--- src/rtl/soc_status_pkg.sv ---
// Shared definitions for the EOC status block: FSM encoding, register
// offsets (relative to BASE_OFFSET) and CTRL bit positions.
package soc_status_pkg;

  typedef enum logic [1:0] {
    ST_IDLE = 2'd0,
    ST_RUN  = 2'd1,
    ST_DONE = 2'd2
  } status_state_e;

  localparam logic [11:0] OFF_EOC        = 12'h000;
  localparam logic [11:0] OFF_CYCLE_LO   = 12'h004;
  localparam logic [11:0] OFF_CYCLE_HI   = 12'h008;
  localparam logic [11:0] OFF_WDOG_LIMIT = 12'h00C;
  localparam logic [11:0] OFF_CTRL       = 12'h010;

  localparam int unsigned CTRL_START_BIT = 0;
  localparam int unsigned CTRL_CLEAR_BIT = 1;

endpackage

--- src/rtl/status_wdog.sv ---
// Run watchdog: 32-bit up-counter that advances while run_i is high and
// flags expiry when the next count would reach limit_i.
// Ports:
//   clk, reset   - system clock, async active-high reset
//   run_i        - FSM is in RUN
//   clear_i      - zero the counter (START or CLEAR)
//   limit_i      - watchdog limit, 0 disables
//   expire_o     - high during the last RUN cycle before the limit
module status_wdog (
  input  logic        clk,
  input  logic        reset,
  input  logic        run_i,
  input  logic        clear_i,
  input  logic [31:0] limit_i,
  output logic        expire_o
);

  logic [31:0] wdog_q;
  logic [31:0] wdog_d;
  logic [31:0] wdog_inc;

  assign wdog_inc = wdog_q + 32'd1;

  always_comb begin
    wdog_d = wdog_q;
    if (clear_i) begin
      wdog_d = '0;
    end else if (run_i) begin
      wdog_d = wdog_inc;
    end
  end

  always_ff @(posedge clk or posedge reset) begin
    if (reset) begin
      wdog_q <= '0;
    end else begin
      wdog_q <= wdog_d;
    end
  end

  // Comparing wdog+1 lets DONE be entered on the edge that completes
  // exactly limit_i RUN cycles. The pulse lasts one cycle because the FSM
  // leaves RUN on that edge. A limit already passed only matches after wrap.
  assign expire_o = run_i && (limit_i != 32'd0) && (wdog_inc == limit_i);

endmodule

--- src/rtl/soc_status_reg.sv ---
// APB end-of-computation status block: sticky done flag + 31-bit code,
// 64-bit run-cycle counter with read-coherent high half, and a watchdog
// that forces TIMEOUT_CODE if software never reports completion.
// Ports:
//   clk, reset             - system clock, async active-high reset
//   PSEL..PWDATA           - APB slave inputs (zero wait states)
//   PRDATA, PREADY, PSLVERR - APB slave outputs
//   eoc_o, eoc_code_o      - registered done flag and latched code
//   run_o                  - FSM currently in RUN
//
// state   | meaning
// --------+----------------------------------------------
// ST_IDLE | waiting for START; code writable
// ST_RUN  | counting cycles, watchdog armed
// ST_DONE | result latched; EOC writes ignored until CLEAR
module soc_status_reg
  import soc_status_pkg::*;
#(
  parameter logic [11:0] BASE_OFFSET  = 12'h0A0,
  parameter logic [30:0] TIMEOUT_CODE = 31'h7FFF_FFFF
) (
  input  logic        clk,
  input  logic        reset,
  input  logic        PSEL,
  input  logic        PENABLE,
  input  logic        PWRITE,
  input  logic [11:0] PADDR,
  input  logic [31:0] PWDATA,
  output logic [31:0] PRDATA,
  output logic        PREADY,
  output logic        PSLVERR,
  output logic        eoc_o,
  output logic [30:0] eoc_code_o,
  output logic        run_o
);

  status_state_e state_q, state_d;
  logic          done_q, done_d;
  logic [30:0]   code_q, code_d;
  logic [63:0]   cnt_q, cnt_d;
  logic [31:0]   shadow_q, shadow_d;
  logic [31:0]   limit_q, limit_d;

  logic [11:0] off;
  logic        access, wr, rd;
  logic        sel_eoc, sel_lo, sel_hi, sel_lim, sel_ctrl, hit;
  logic        run;
  logic        wdog_clear;
  logic        expire;

  assign off    = PADDR - BASE_OFFSET;
  assign access = PSEL & PENABLE;
  assign wr     = access & PWRITE;
  assign rd     = access & ~PWRITE;

  assign sel_eoc  = (off == OFF_EOC);
  assign sel_lo   = (off == OFF_CYCLE_LO);
  assign sel_hi   = (off == OFF_CYCLE_HI);
  assign sel_lim  = (off == OFF_WDOG_LIMIT);
  assign sel_ctrl = (off == OFF_CTRL);
  assign hit      = sel_eoc | sel_lo | sel_hi | sel_lim | sel_ctrl;

  assign run = (state_q == ST_RUN);

  status_wdog u_wdog (
    .clk      (clk),
    .reset    (reset),
    .run_i    (run),
    .clear_i  (wdog_clear),
    .limit_i  (limit_q),
    .expire_o (expire)
  );

  always_comb begin
    state_d    = state_q;
    done_d     = done_q;
    code_d     = code_q;
    cnt_d      = run ? (cnt_q + 64'd1) : cnt_q;
    shadow_d   = shadow_q;
    limit_d    = limit_q;
    wdog_clear = 1'b0;

    // Snapshot the high half with the low-half read so a 64-bit value
    // read as LO then HI is coherent.
    if (rd && sel_lo) begin
      shadow_d = cnt_q[63:32];
    end

    if (wr && sel_lim) begin
      limit_d = PWDATA;
    end

    unique case (state_q)
      ST_IDLE: begin
        if (wr && sel_eoc && !PWDATA[31]) begin
          code_d = PWDATA[30:0];
        end
        if (wr && sel_ctrl && PWDATA[CTRL_START_BIT]) begin
          state_d    = ST_RUN;
          cnt_d      = '0;
          wdog_clear = 1'b1;
        end
      end
      ST_RUN: begin
        // Software done beats a coincident expiry; a code-only write
        // does not.
        if (wr && sel_eoc && PWDATA[31]) begin
          state_d = ST_DONE;
          done_d  = 1'b1;
          code_d  = PWDATA[30:0];
        end else if (expire) begin
          state_d = ST_DONE;
          done_d  = 1'b1;
          code_d  = TIMEOUT_CODE;
        end else if (wr && sel_eoc) begin
          code_d = PWDATA[30:0];
        end
      end
      ST_DONE: begin
      end
      default: begin
        state_d = ST_IDLE;
      end
    endcase

    if (wr && sel_ctrl && PWDATA[CTRL_CLEAR_BIT]) begin
      state_d    = ST_IDLE;
      done_d     = 1'b0;
      code_d     = '0;
      cnt_d      = '0;
      shadow_d   = '0;
      wdog_clear = 1'b1;
    end
  end

  always_ff @(posedge clk or posedge reset) begin
    if (reset) begin
      state_q  <= ST_IDLE;
      done_q   <= 1'b0;
      code_q   <= '0;
      cnt_q    <= '0;
      shadow_q <= '0;
      limit_q  <= '0;
    end else begin
      state_q  <= state_d;
      done_q   <= done_d;
      code_q   <= code_d;
      cnt_q    <= cnt_d;
      shadow_q <= shadow_d;
      limit_q  <= limit_d;
    end
  end

  always_comb begin
    PRDATA = '0;
    if (rd) begin
      if (sel_eoc)  PRDATA = {done_q, code_q};
      if (sel_lo)   PRDATA = cnt_q[31:0];
      if (sel_hi)   PRDATA = shadow_q;
      if (sel_lim)  PRDATA = limit_q;
      if (sel_ctrl) PRDATA = {30'b0, 1'b0, run};
    end
  end

  assign PREADY     = 1'b1;
  assign PSLVERR    = access & ~hit;
  assign eoc_o      = done_q;
  assign eoc_code_o = code_q;
  assign run_o      = run;

endmodule
--- config.mk ---
export PLATFORM = sky130hd
export DESIGN_NAME = soc_status_reg
export DESIGN_NICKNAME = d
export VERILOG_FILES = /design/src/rtl/soc_status_pkg.sv /design/src/rtl/status_wdog.sv /design/src/rtl/soc_status_reg.sv
export SDC_FILE = /design/constraint.sdc
export NUM_CORES = 1
export LEC_CHECK = 0
export BUFFER_PORTS_ARGS = -buffer_cell sky130_fd_sc_hd__buf_2
export CAP_MARGIN = 25
export CELL_PAD_IN_SITES_DETAIL_PLACEMENT = 1
export CELL_PAD_IN_SITES_GLOBAL_PLACEMENT = 1
export CORE_MARGIN = 10
export CORE_UTILIZATION = 40
export CTS_CLUSTER_SIZE = 14
export DETAILED_ROUTE_END_ITERATION = 12
export MAX_ROUTING_LAYER = met4
export PLACE_DENSITY_LB_ADDON = 0.1
export RECOVER_POWER = 100
export REMOVE_ABC_BUFFERS = 1
export SYNTH_ARGS = -nofsm -noshare
export SYNTH_HDL_FRONTEND = slang
export SYNTH_SLANG_ARGS = --single-unit
--- constraint.sdc ---
create_clock -name clk -period 6.45 [get_ports clk]
set_input_delay 0.9675 -clock clk [delete_from_list [all_inputs] [get_ports clk]]
set_output_delay 0.9675 -clock clk [all_outputs]
set_load 0.05 [all_outputs]
==> run summary <==
The run finished, with violations left. The final reports fail on max-capacitance violations, max-slew violations. In this run, post-CTS repair resized a total of 0 instances. The power density of the placed cells came out at 196 nW/um^2. The buffer levels on the longest clock path came out at 2. The area added between synthesis and finish came out at 11.9%. Of the cells placed in the final design, the portion with a size suffix greater than 1 is 11.2%. The final layout contains 1354 nets.

The path with the worst hold slack has its endpoint at shadow_q[4]. STA classifies the critical path startpoint as an input port. The synthesized design contains 194 register bits. The layout has 3185 filler cells.

The CTS sink count came out at 194. The required time at the worst-slack endpoint is 5.48 ns. The count of boundary I/O pins came out at 116.

The detailed router's first-iteration violation count is 712. In the post-synthesis netlist, the biggest area contributors are dfrtp_1 44%, nor2_1 5.5%, xnor2_1 5.0%, nand2_1 4.7%, xor2_1 4.5%. The root buffer cell chosen for the clock tree is clkbuf_16. The total of hold buffers inserted after clock tree synthesis came out at 0. In the routed design, unresolved DRC markers number 0. The async set or reset register ratio after synthesis came out at 100%.

The area of the core region is 27200 um^2. The TritonCTS clock tree is yes. The mux contribution to synthesized area came out at 3.57%. The area of all placed cells without fillers came out at 12400 um^2.

In the final routed layout, each cell accounts on average for 23.6 um. The setup path with the least slack is of type in -> out. The worst hold path belongs to the class reg -> reg.

The wire length of the first global-routing pass is 62600 um. The endpoint of the lowest-slack register-to-register path is eoc_code_o[26]. The number of different library cells in the post-synthesis netlist is 62. The number of violations of the max-capacitance limit came out at 5.

Counting the buffers created by CTS gives 17. The pin slew with the least headroom to its limit came out at 3.42 ns. The setup-violating endpoint count in the final report came out at 0. Once the floorplan was initialized, standard cells occupied 40.9% of the core. Setup slack on the worst reg-to-reg path comes out at 1.75 ns. After technology mapping, the gate count stands at 1236.

The worst pin sits at a relative slew slack of -129%. The number of setup buffers added after CTS is 0. The final weighted congestion in routability-driven placement came out at 0.888. In this run the vertical extent of the chip is 187 um. The number of synthesized flops with an enable pin came out at 0. In the layout the commonest cells are 194 x dfrtp_1, 160 x nor2_1, 138 x nand2_1, 78 x o21ai_0, 68 x clkbuf_1.

The chip width is 187 um. The area share of fa/ha/maj cells after synthesis is 0.338%. The count of cells along the worst hold path is 1. The final worst clock skew is 0.0206 ns. The top-area cell type share of the netlist area is 43.7%.

The mean area per synthesized cell came out at 8.99 um^2. The max-slew violation count is 286. The initial antenna violation count is 0. The total global routing overflow came out at 0. The biggest area contributor in the post-synthesis netlist is dfrtp_1. The total die area came out at 34900 um^2.

The total placed cells including tap cells is 1653. In this run the critical register-to-register path is launched from u_wdog.wdog_q[0]. Once detail routing completed, the nets flagged for antenna violations numbered 0.

The achievable clock frequency is 0.185 GHz. After detailed routing, the number of vias per cell comes to 5.84. The routed wire length came out at 39800 um. The post-CTS clock slew at the launch and capture registers of the worst setup and hold paths is 0.08 ns. Of all nets on the critical path, the largest fanout is 36. The later pin in the worst-skew pair is clocked with a latency of 0.46 ns.

The total of buffers placed on input and output ports came out at 114. The most used flip-flop cell after synthesis is dfrtp_1. The critical path data arrival time is 4.44 ns. The row count came out at 60. The instance area at placement is 12000 um^2.

The number of standard cells in the layout, taps in and fillers out came out at 1687. The H-tree level count came out at 4. The final period utilization came out at 83.9%.

The number of optimization iterations in the first detailed-route pass is 5. The via count of the first global-routing pass came out at 10161. The post-synthesis instance area came out at 11100 um^2.

Global routing used 23.2% of the available tracks across all layers. After synthesis, flip-flops and latches occupy 43.7% of the total area. The number of cells on the worst reg-to-reg path came out at 10.

VDD sags by at most 171 uV. The number of diodes added for antenna fixing came out at 0. The detailed placement HPWL came out at 28400 um. The fraction of synthesized cell area in xor and xnor cells came out at 9.53%. The kind of end point of the critical path is an output pin. Summing the areas of all compound-gate instances in the mapped netlist gives 16.7% of the synthesized area. The startpoint of the lowest-slack hold path is shadow_q[4]. The synthesized netlist devotes 21.1% of its cell area to simple gates. The pin count of the biggest net entering global routing came out at 76. The count of final hold-check violations is 0.

After synthesis, the largest family of logic cells by area is simple AND/OR/NAND/NOR gates. The most frequent standard cell in the layout excluding fill and tap cells is dfrtp_1. Setup repair after global routing left no endpoint under its margin. The total number of vias is 9846.

The leakage component of the power is 0.00514 uW. Yosys printed 0 warnings. The post-route minimum period came out at 5.41 ns.
how the worst max path moves through the flow:
stage / end / from / depth (start not counted) / slack [ns]
3_3_place_gp: PRDATA[28] / PADDR[5] / 12 / 1.86
6_report: PRDATA[20] / PADDR[5] / 11 / 1.04
3_5_place_dp: PRDATA[28] / PADDR[5] / 12 / 1.80
2_1_floorplan: shadow_q[0] / PADDR[5] / 10 / -0.76
4_1_cts: PRDATA[28] / PADDR[5] / 12 / 1.79
5_1_grt: shadow_q[23] / PADDR[5] / 12 / 0.75
per-layer routing:
layer,track usage (%),vias to the layer above,routed length [um]
met5,-,-,0
met4,5.21,0,628
met3,2.70,38,1200
met2,38.4,207,20000
met1,29.8,5116,18000
li1,-,4485,-
final cells by class:
cell class	count	area [um^2]	area share, %
multi-input combinational	907	5710	45.9
sequential	194	4850	39.0
timing repair buffer	137	649	5.22
tap	372	465	3.74
clock buffer	18	429	3.45
inverter	45	170	1.37
clock inverter	14	155	1.25
sequential cells by signal (all words and copies together), names as in the netlist:
register       flops
state_q            2
limit_q           32
cnt_q             64
eoc_o              1
eoc_code_o        31
shadow_q          32
u_wdog.wdog_q     32
power by group:
group	internal (uW)	switching, uW
clock network	524	573
logic	36.3	84.2
registers	1220	2.54
total	1780	660
stage by stage:
stage	hold WS [ns]	total power (uW)	worst slack [ns]	setup TNS [ns]	util, %
final	0.510	2440	1.04	0	45.8
after global routing	0.522	2520	0.755	0	45.8
after CTS	0.512	2460	1.79	0	46.2
after detailed placement	0.483	1370	1.80	0	44.1
after global placement	0.483	1370	1.86	0	44.1
after floorplan	0.461	1310	-0.765	-42.22	-
logic make-up (layout without fill, tap and decap cells):
logic type               after synthesis  in the layout
multiplexers                          37             37
other                                  1              1
XOR/XNOR                             121            121
AND/OR/NAND/NOR                      492            492
buffers and inverters                135            214
flip-flops                           194            194
AO/OA/AOI/OAI                        253            253
adder cells (fa/ha/maj)                3              3
cell usage after synthesis (2+ instances only):
cell type	instances
nor4b_1	4
nor2b_1	8
buf_6	4
a211oi_1	34
nand2_1	138
and4_1	7
clkbuf_1	59
nand2b_1	4
clkbuf_2	3
xor2_1	57
and3_1	15
o21ai_0	78
mux4_2	2
a21oi_1	21
buf_2	13
mux2i_1	34
o2111ai_1	2
nand4_1	38
a22o_1	33
a211oi_2	30
o31ai_1	2
xnor2_1	64
or3_1	16
a21o_1	2
a22oi_1	32
buf_1	10
nor2_1	162
o31a_1	3
nor4_1	25
inv_1	45
nand4b_1	2
dfrtp_1	194
nor3_1	19
and2_1	5
nand3b_1	4
nand3_1	36
ha_1	3
o22ai_1	4
worst max-delay path: stages:
cell and delay (ns):
clkbuf_1 0.12, inv_1 0.06, ha_1 0.27, nor4b_1 0.23
nand3_1 0.11, a21oi_1 0.20, nor2b_1 0.19, clkbuf_1 1.32
a22oi_1 0.30, nor2_1 0.17, clkbuf_1 0.50
(Power assumes the default switching activity.)
